===== config.mk =====
export PLATFORM = sky130hd
export DESIGN_NAME = load_store_unit
export DESIGN_NICKNAME = d
export VERILOG_FILES = /design/src/rtl/load_store_unit.sv
export SDC_FILE = /design/constraint.sdc
export NUM_CORES = 1
export LEC_CHECK = 0
export ABC_AREA = 0
export CORE_ASPECT_RATIO = 0.9
export CORE_MARGIN = 1
export CORE_UTILIZATION = 39
export DETAILED_ROUTE_END_ITERATION = 6
export PLACE_DENSITY_LB_ADDON = 0.08
export SLEW_MARGIN = 10
export SYNTH_ARGS = -nofsm -noshare
export SYNTH_HDL_FRONTEND = slang
export SYNTH_SLANG_ARGS = --single-unit

===== constraint.sdc =====
create_clock -name clk -period 2.3 [get_ports clk]
set_clock_uncertainty 0.15 [all_clocks]
set_input_delay 0.46 -clock clk [delete_from_list [all_inputs] [get_ports clk]]
set_output_delay 0.46 -clock clk [all_outputs]
set_load 0.03 [all_outputs]

===== src/rtl/load_store_unit.sv =====
`timescale 1ns/1ps
`default_nettype none
// ============================================================================
// Module      : load_store_unit
// Description : Initiator side of the data-memory port. Turns one RV32I
//               load/store request at a time into a single-cycle word access
//               (byte mask, lane-replicated write data), then aligns and
//               sign/zero-extends load data into a valid/ready response.
//               Optional macro MISALIGN_TRAP_EN: misaligned halfword/word
//               accesses are reported as errors instead of being aligned down.
// Revision    : 1.0 - initial release
// ============================================================================
module load_store_unit #(
  parameter int ADDR_W = 8
) (
  input  logic              clk,
  input  logic              rst,           // asynchronous, active-low
  input  logic              req_valid,
  output logic              req_ready,
  input  logic              req_we,
  input  logic [2:0]        req_funct3,
  input  logic [31:0]       req_addr,
  input  logic [31:0]       req_wdata,
  output logic              resp_valid,
  input  logic              resp_ready,
  output logic [31:0]       resp_rdata,
  output logic              resp_err,
  output logic              mem_request,
  output logic              mem_we_re,
  output logic [ADDR_W-1:0] mem_address,
  output logic [31:0]       mem_data_in,
  output logic [3:0]        mem_mask,
  input  logic [31:0]       mem_data_out
);

  typedef enum logic [1:0] {
    S_IDLE      = 2'd0,
    S_ACCESS    = 2'd1,
    S_LOAD_WAIT = 2'd2,
    S_RESP      = 2'd3
  } state_t;

  state_t      r_state;
  logic [2:0]  r_funct3;
  logic [1:0]  r_off;
  logic        r_we;

  logic        w_illegal;
  logic        w_misalign;
  logic        w_reject;
  logic [3:0]  w_mask;
  logic [31:0] w_wdata;
  logic [7:0]  w_byte;
  logic [15:0] w_half;
  logic [31:0] w_load_data;

  // Byte-address bits above the word index wrap away by design.
  logic        w_unused_addr;
  assign w_unused_addr = ^req_addr[31:ADDR_W+2];

  assign req_ready = (r_state == S_IDLE);

  // Decode legality, byte mask and replicated write data of the offered request.
  always_comb begin
    w_illegal = 1'b0;
    if (req_we) begin
      w_illegal = (req_funct3 > 3'b010);
    end else begin
      w_illegal = (req_funct3 == 3'b011) || (req_funct3[2:1] == 2'b11);
    end

`ifdef MISALIGN_TRAP_EN
    w_misalign = ((req_funct3[1:0] == 2'b01) && req_addr[0]) ||
                 ((req_funct3[1:0] == 2'b10) && (req_addr[1:0] != 2'b00));
`else
    w_misalign = 1'b0;
`endif

    w_reject = w_illegal || w_misalign;

    case (req_funct3[1:0])
      2'b00: begin
        w_mask  = 4'b0001 << req_addr[1:0];
        w_wdata = {4{req_wdata[7:0]}};
      end
      2'b01: begin
        w_mask  = 4'b0011 << {req_addr[1], 1'b0};
        w_wdata = {2{req_wdata[15:0]}};
      end
      default: begin
        w_mask  = 4'b1111;
        w_wdata = req_wdata;
      end
    endcase
  end

  // Pick the addressed byte/halfword from the returned word and extend it.
  always_comb begin
    case (r_off)
      2'd0:    w_byte = mem_data_out[7:0];
      2'd1:    w_byte = mem_data_out[15:8];
      2'd2:    w_byte = mem_data_out[23:16];
      default: w_byte = mem_data_out[31:24];
    endcase
    w_half = r_off[1] ? mem_data_out[31:16] : mem_data_out[15:0];

    case (r_funct3)
      3'b000:  w_load_data = {{24{w_byte[7]}}, w_byte};
      3'b001:  w_load_data = {{16{w_half[15]}}, w_half};
      3'b100:  w_load_data = {24'd0, w_byte};
      3'b101:  w_load_data = {16'd0, w_half};
      default: w_load_data = mem_data_out;
    endcase
  end

  // Request/response sequencer; every mem_* and resp_* output is a register.
  always_ff @(posedge clk or negedge rst) begin
    if (!rst) begin
      r_state     <= S_IDLE;
      r_funct3    <= 3'd0;
      r_off       <= 2'd0;
      r_we        <= 1'b0;
      mem_request <= 1'b0;
      mem_we_re   <= 1'b0;
      mem_address <= '0;
      mem_data_in <= 32'd0;
      mem_mask    <= 4'd0;
      resp_valid  <= 1'b0;
      resp_rdata  <= 32'd0;
      resp_err    <= 1'b0;
    end else begin
      case (r_state)
        S_IDLE: begin
          if (req_valid) begin
            r_funct3 <= req_funct3;
            r_off    <= req_addr[1:0];
            r_we     <= req_we;
            if (w_reject) begin
              // Rejected requests never touch memory.
              resp_valid <= 1'b1;
              resp_err   <= 1'b1;
              resp_rdata <= 32'd0;
              r_state    <= S_RESP;
            end else begin
              mem_request <= 1'b1;
              mem_we_re   <= req_we;
              mem_address <= req_addr[ADDR_W+1:2];
              if (req_we) begin
                mem_mask    <= w_mask;
                mem_data_in <= w_wdata;
              end else begin
                mem_mask <= 4'd0;
              end
              r_state <= S_ACCESS;
            end
          end
        end
        S_ACCESS: begin
          mem_request <= 1'b0;
          if (r_we) begin
            resp_valid <= 1'b1;
            resp_err   <= 1'b0;
            resp_rdata <= 32'd0;
            r_state    <= S_RESP;
          end else begin
            r_state <= S_LOAD_WAIT;
          end
        end
        S_LOAD_WAIT: begin
          resp_rdata <= w_load_data;
          resp_err   <= 1'b0;
          resp_valid <= 1'b1;
          r_state    <= S_RESP;
        end
        S_RESP: begin
          if (resp_ready) begin
            resp_valid <= 1'b0;
            r_state    <= S_IDLE;
          end
        end
        default: r_state <= S_IDLE;
      endcase
    end
  end

endmodule
`default_nettype wire


### Yosys cells after proc, flatten, opt, wreduce, memory -nomap -nowiden

Cells that the tools add are included.

* flip-flop bits (word level): 88
* output and inout port bits: 81

* shift-type cells: 2
* bitwise gates (word level): 1
* muxes and demuxes: 26
* magnitude comparators: 1
* reductions and logical operators: 14
* equality and inequality tests: 16

Operators with widths (number)
* $pmux W32 S4: 1
* $mux W32: 3
* $pmux W32 S3: 1
* $pmux W32 S2: 1
* $pmux W8 S3: 1
* $mux W16: 1
* $reduce_and A4 Y1: 3
* $mux W1: 9
* $eq A2 B2 Y1 const B: 4
* $ne A2 B2 Y1 const B: 4
* $pmux W2 S4: 1
* $pmux W4 S2: 1
* $eq A2 B1 Y1 const B: 3
* $eq A3 B3 Y1 const B: 2
* $logic_not A2 Y1: 3
* $mux W2: 3
* $reduce_and A3 Y1: 2
* $mux W4: 1
* $pmux W1 S4: 1
* $reduce_and A2 Y1: 2
* $shl A1 B2 Y4 const A: 1
* $shl A2 B2 Y4 const A: 1
* $eq A3 B1 Y1 const B: 1
* $eq A3 B2 Y1 const B: 1
* other kinds (9): 9

### Depth between registers and ports, before layout

* depth in word-level cells: 6
* depth in mapped cells: 9

### Least setup slack after synthesis

Ideal clock, no wire load.

* path kind: reg2reg
* from: register r_state[0]
* to: register resp_rdata[11]
* arrival time: 2.136 ns
* cell stages (with the launch flop): 9
* buffers on the path: 2
* setup time: 0.126 ns
* required time: 2.024 ns
* slack: -0.112 ns
* cells stage by stage: dfrtp_1 -> inv_1 -> ha_1 -> buf_4 -> or3b_1 -> o221ai_4 -> buf_2 -> nor3_1 -> a221o_1

* longest elaborated chain between the ends: 3
* elaborated cells on any way between the ends: 9
* classes of those cells: eq/ne: 5; mux: 1; reduce/logical: 3

Ends and longest elaborated chain
* start, declared: RTL line 43 `state_t r_state;`
* start signal, assigned: RTL line 119 `r_state <= S_IDLE;`
* start signal, assigned: RTL line 143 `r_state <= S_RESP;`
* start signal, assigned: RTL line 154 `r_state <= S_ACCESS;`
* $logic_not A2 Y1 *
* net req_ready: RTL line 19 `output logic req_ready,`
* $ne A2 B1 Y1 (no line), or another cell as far along
* $reduce_and A4 Y1 (no line)
* end signal, assigned: RTL line 170 `resp_rdata <= w_load_data;`
* end, declared: RTL line 26 `output logic [31:0] resp_rdata,`

Mark *: on every way through the listed nets, which the timed path passes. The rest lies on a longest branch.
A chain may end at the register's enable or synchronous reset.

### Worst setup path after layout

* from: register r_state[0]
* to: register resp_rdata[17]

* longest elaborated chain between the ends: 3
* elaborated cells on any way between the ends: 9
* classes of those cells: eq/ne: 5; mux: 1; reduce/logical: 3

Ends and longest elaborated chain
* $eq A2 B1 Y1, or another cell as far along: RTL line 132 `case (r_state)`
* $ne A2 B2 Y1 (no line), or another cell as far along
* $reduce_and A4 Y1 (no line)

Several ways; a longest one is shown, not always the timed one.

==> flow_summary.toml <==
[status]
status = "finished, violations left"
failed_checks = "negative hold slack"

[setup_path]
worstReg2RegEnd = "resp_rdata[17]$_DFFE_PN0P_"
crit_path_max_incr_delay_ps = 420
crit_chain = "inv_1, ha_4, or3b_1, o221ai_4, buf_8, or2_1, buf_12, a22oi_1"
critPathKind = "reg2reg"
crit_arrival_ps = 2220
crit_path_end_kind = "flip-flop"
startpoint_type = "flip-flop"
critPathMaxFanout = 19
reg2reg_slack_ps = 120
rr_startpoint = "r_state[0]$_DFFE_PN0P_"
r2r_cells = 8
cpMaxStageDelayCell = "or3b_1"
required_ps = 2330

[yosys]
yosys_warnings = 0
synth_area_leader_cell = "dfrtp_1"
synth_top_family_by_area = "compound AO/OA/AOI/OAI gates"
synth_edf_count = 0
synth_xor_area_share_pct = 0
async_reset_ff_share_pct = 100
ys_seq_elements = 88
synthMuxAreaShare_pct = 13.3
synth_nets = 551
ys_seq_area_share_pct = 48.2
synth_ff_type = "dfrtp_1"
synth_cells = 442
syn_area_per_cell_um2 = 10.3
yosys.area.top_type_share_pct = 48.2
synth_compound_area_share_pct = 20.3
netlist_top_cells_area = "dfrtp_1 48%, mux2i_1 7.9%, o21ai_0 6.3%, nand2_1 5.4%, mux2_2 4.9%"
synth.cell_area_mm2 = 0.00456
synthSimpleGateAreaFrac_pct = 12.5
synthAdderAreaFrac_pct = 1.37
ys_types = 44

[power]
p_leak_nw = 2.99
max-vdd-ir-drop_mv = 0.744
powerDensity_mw_per_mm2 = 1410
p_total_mw = 9.81

[cts]
h-tree-depth = 3
cts_resized = 2
postCtsHoldBufs = 0
post_cts.repair.setup_buffers = 0
clk_pin_slew_ps = 60
cts_root_buf = "clkbuf_16"
cts_tree = "yes"
cts_buffer_depth = 2
clock_latency_ps = 340
cts_sinks = 88
cts_buffers = 9

[layout]
area_growth_pct = 52.7
drive_above_1_share_pct = 15.6
final_core_utilization_pct = 61.0
diodes = 0
final_common_cell = "clkdlybuf4s50_1"
fin_nets = 742
final_cell_mix = "160 x clkdlybuf4s50_1, 88 x dfrtp_1, 66 x nand2_1"

[global_routing]
grt_pass1_wl_um = 20700
grt_max_degree = 89
met3_usage_pct = 7.66
gr-usage-all-layers_pct = 22.4
antenna_found_initial = 0
grt_use_met2_pct = 35.8
top_usage_layer = "met2"
grt_pass1_vias = 4057
grt_use_met1_pct = 27.7
overflow = 0

[route]
drc = 0
drt_iter0_markers = 315
avgViaCountPerCell = 5.18
ant_nets = 0
dr.pass1.iters = 6
wirelength_um = 12900
wl_per_cell_um = 16.3
vias = 4106

[floorplanning]
rows = 37
dieWidth_um = 116
die_h_um = 105
core_mm2 = 0.0114
fp.dieArea_mm2 = 0.0121
start_util_pct = 39.9
ios = 185

[place]
dp_hpwl_um = 9390
place.port_buffers = 162
dp_worst_setup_slack_ps = -414
gp_congestion = 0.890

[timing]
finalCriticalPeriod_ps = 2180
fin_ws_ps = 119
timing.final.crit_share_pct = 94.8
setup_viol = 0
maxSlewViolCount = 0
tightest_slew_ps = 1050
rsz0062_at_grt = "no"
slew_headroom_pct = 29.7
max_freq_mhz = 459
hold_violations = 2
timing.hold.ws_ps = -3.51
timing.setup.tns_ps = 0

[min_path]
hp-class = "in2async"

[flow_run]
maxCapViolations = 0
sequential cells by signal (all words and copies together) (netlist names):
signal / flops
mem_address: 8
mem_mask: 4
r_we: 1
resp_err: 1
resp_valid: 1
r_state: 2
r_off: 2
mem_data_in: 32
resp_rdata: 32
mem_request: 1
r_funct3: 3
mem_we_re: 1
critical path: cells and delay by family, from the launching register on:
family                   cells  cell delay (ps)
AO/OA/AOI/OAI                2              230
adder cells (fa/ha/maj)      1              190
buffers and inverters        3              490
flip-flops                   1              380
AND/OR/NAND/NOR              2              590
metrics by stage:
| step | cells | cell area [µm²] |
|---|---|---|
| finish | 792 | 6970 |
| global route | 792 | 6970 |
| CTS | 792 | 6960 |
| detailed placement | 778 | 6670 |
| global placement | 778 | 6670 |
| floorplan | 442 | 4580 |
area by class of cell:
cell class | count | area (µm²)
fill | 977 | 4460
inverter | 8 | 30.0
sequential | 88 | 2200
clock buffer | 11 | 243
clock inverter | 3 | 43.8
multi-input combinational | 313 | 2190
tap | 156 | 195
timing repair buffer | 213 | 2070
per-layer routing:
layer / wire length (µm) / vias up
met5: 0 / -
li1: - / 1974
met3: 1070 / 18
met1: 5490 / 1948
met2: 6150 / 166
met4: 234 / 0
report_power, final:
part | switching [mW] | internal [mW] | leakage [nW]
Clock | 0.585 | 0.859 | 0.141
Sequential | 0.395 | 2.22 | 1.13
Combinational | 3.20 | 2.54 | 1.72
synth_stat cells (all sizes together) (2+ instances only):
master	count
nor2	15
nand2	66
inv	8
clkbuf	16
o2bb2ai	2
o22ai	6
dfrtp	88
nor3	7
and2	8
mux2	20
a221o	7
or2	3
nand4	7
ha	5
a211oi	2
o211ai	7
mux2i	36
nand2b	8
nor2b	3
buf	17
a21oi	13
o221ai	4
o21ai	58
o31ai	7
a22oi	18
worst max path at each step:
| stage | slack (ps) | from | cells past startpoint | to |
|---|---|---|---|---|
| after floorplan | 50 | r_state[0]$_DFFE_PN0P_ | 9 | resp_rdata[27]$_DFFE_PN0P_ |
| after global routing | 10 | r_state[0]$_DFFE_PN0P_ | 8 | resp_rdata[16]$_DFFE_PN0P_ |
| final | 120 | r_state[0]$_DFFE_PN0P_ | 8 | resp_rdata[17]$_DFFE_PN0P_ |
| after CTS | 20 | r_state[0]$_DFFE_PN0P_ | 8 | resp_rdata[26]$_DFFE_PN0P_ |
| after global placement | -350 | mem_data_out[31] | 5 | resp_rdata[25]$_DFFE_PN0P_ |
| after detailed placement | -410 | mem_data_out[31] | 5 | resp_rdata[26]$_DFFE_PN0P_ |
logic make-up after synthesis:
logic type | count (synthesis)
adder cells (fa/ha/maj) | 5
buffers and inverters | 41
flip-flops | 88
AND/OR/NAND/NOR | 121
multiplexers | 57
AO/OA/AOI/OAI | 130
Power figures use the tool's default switching activity.
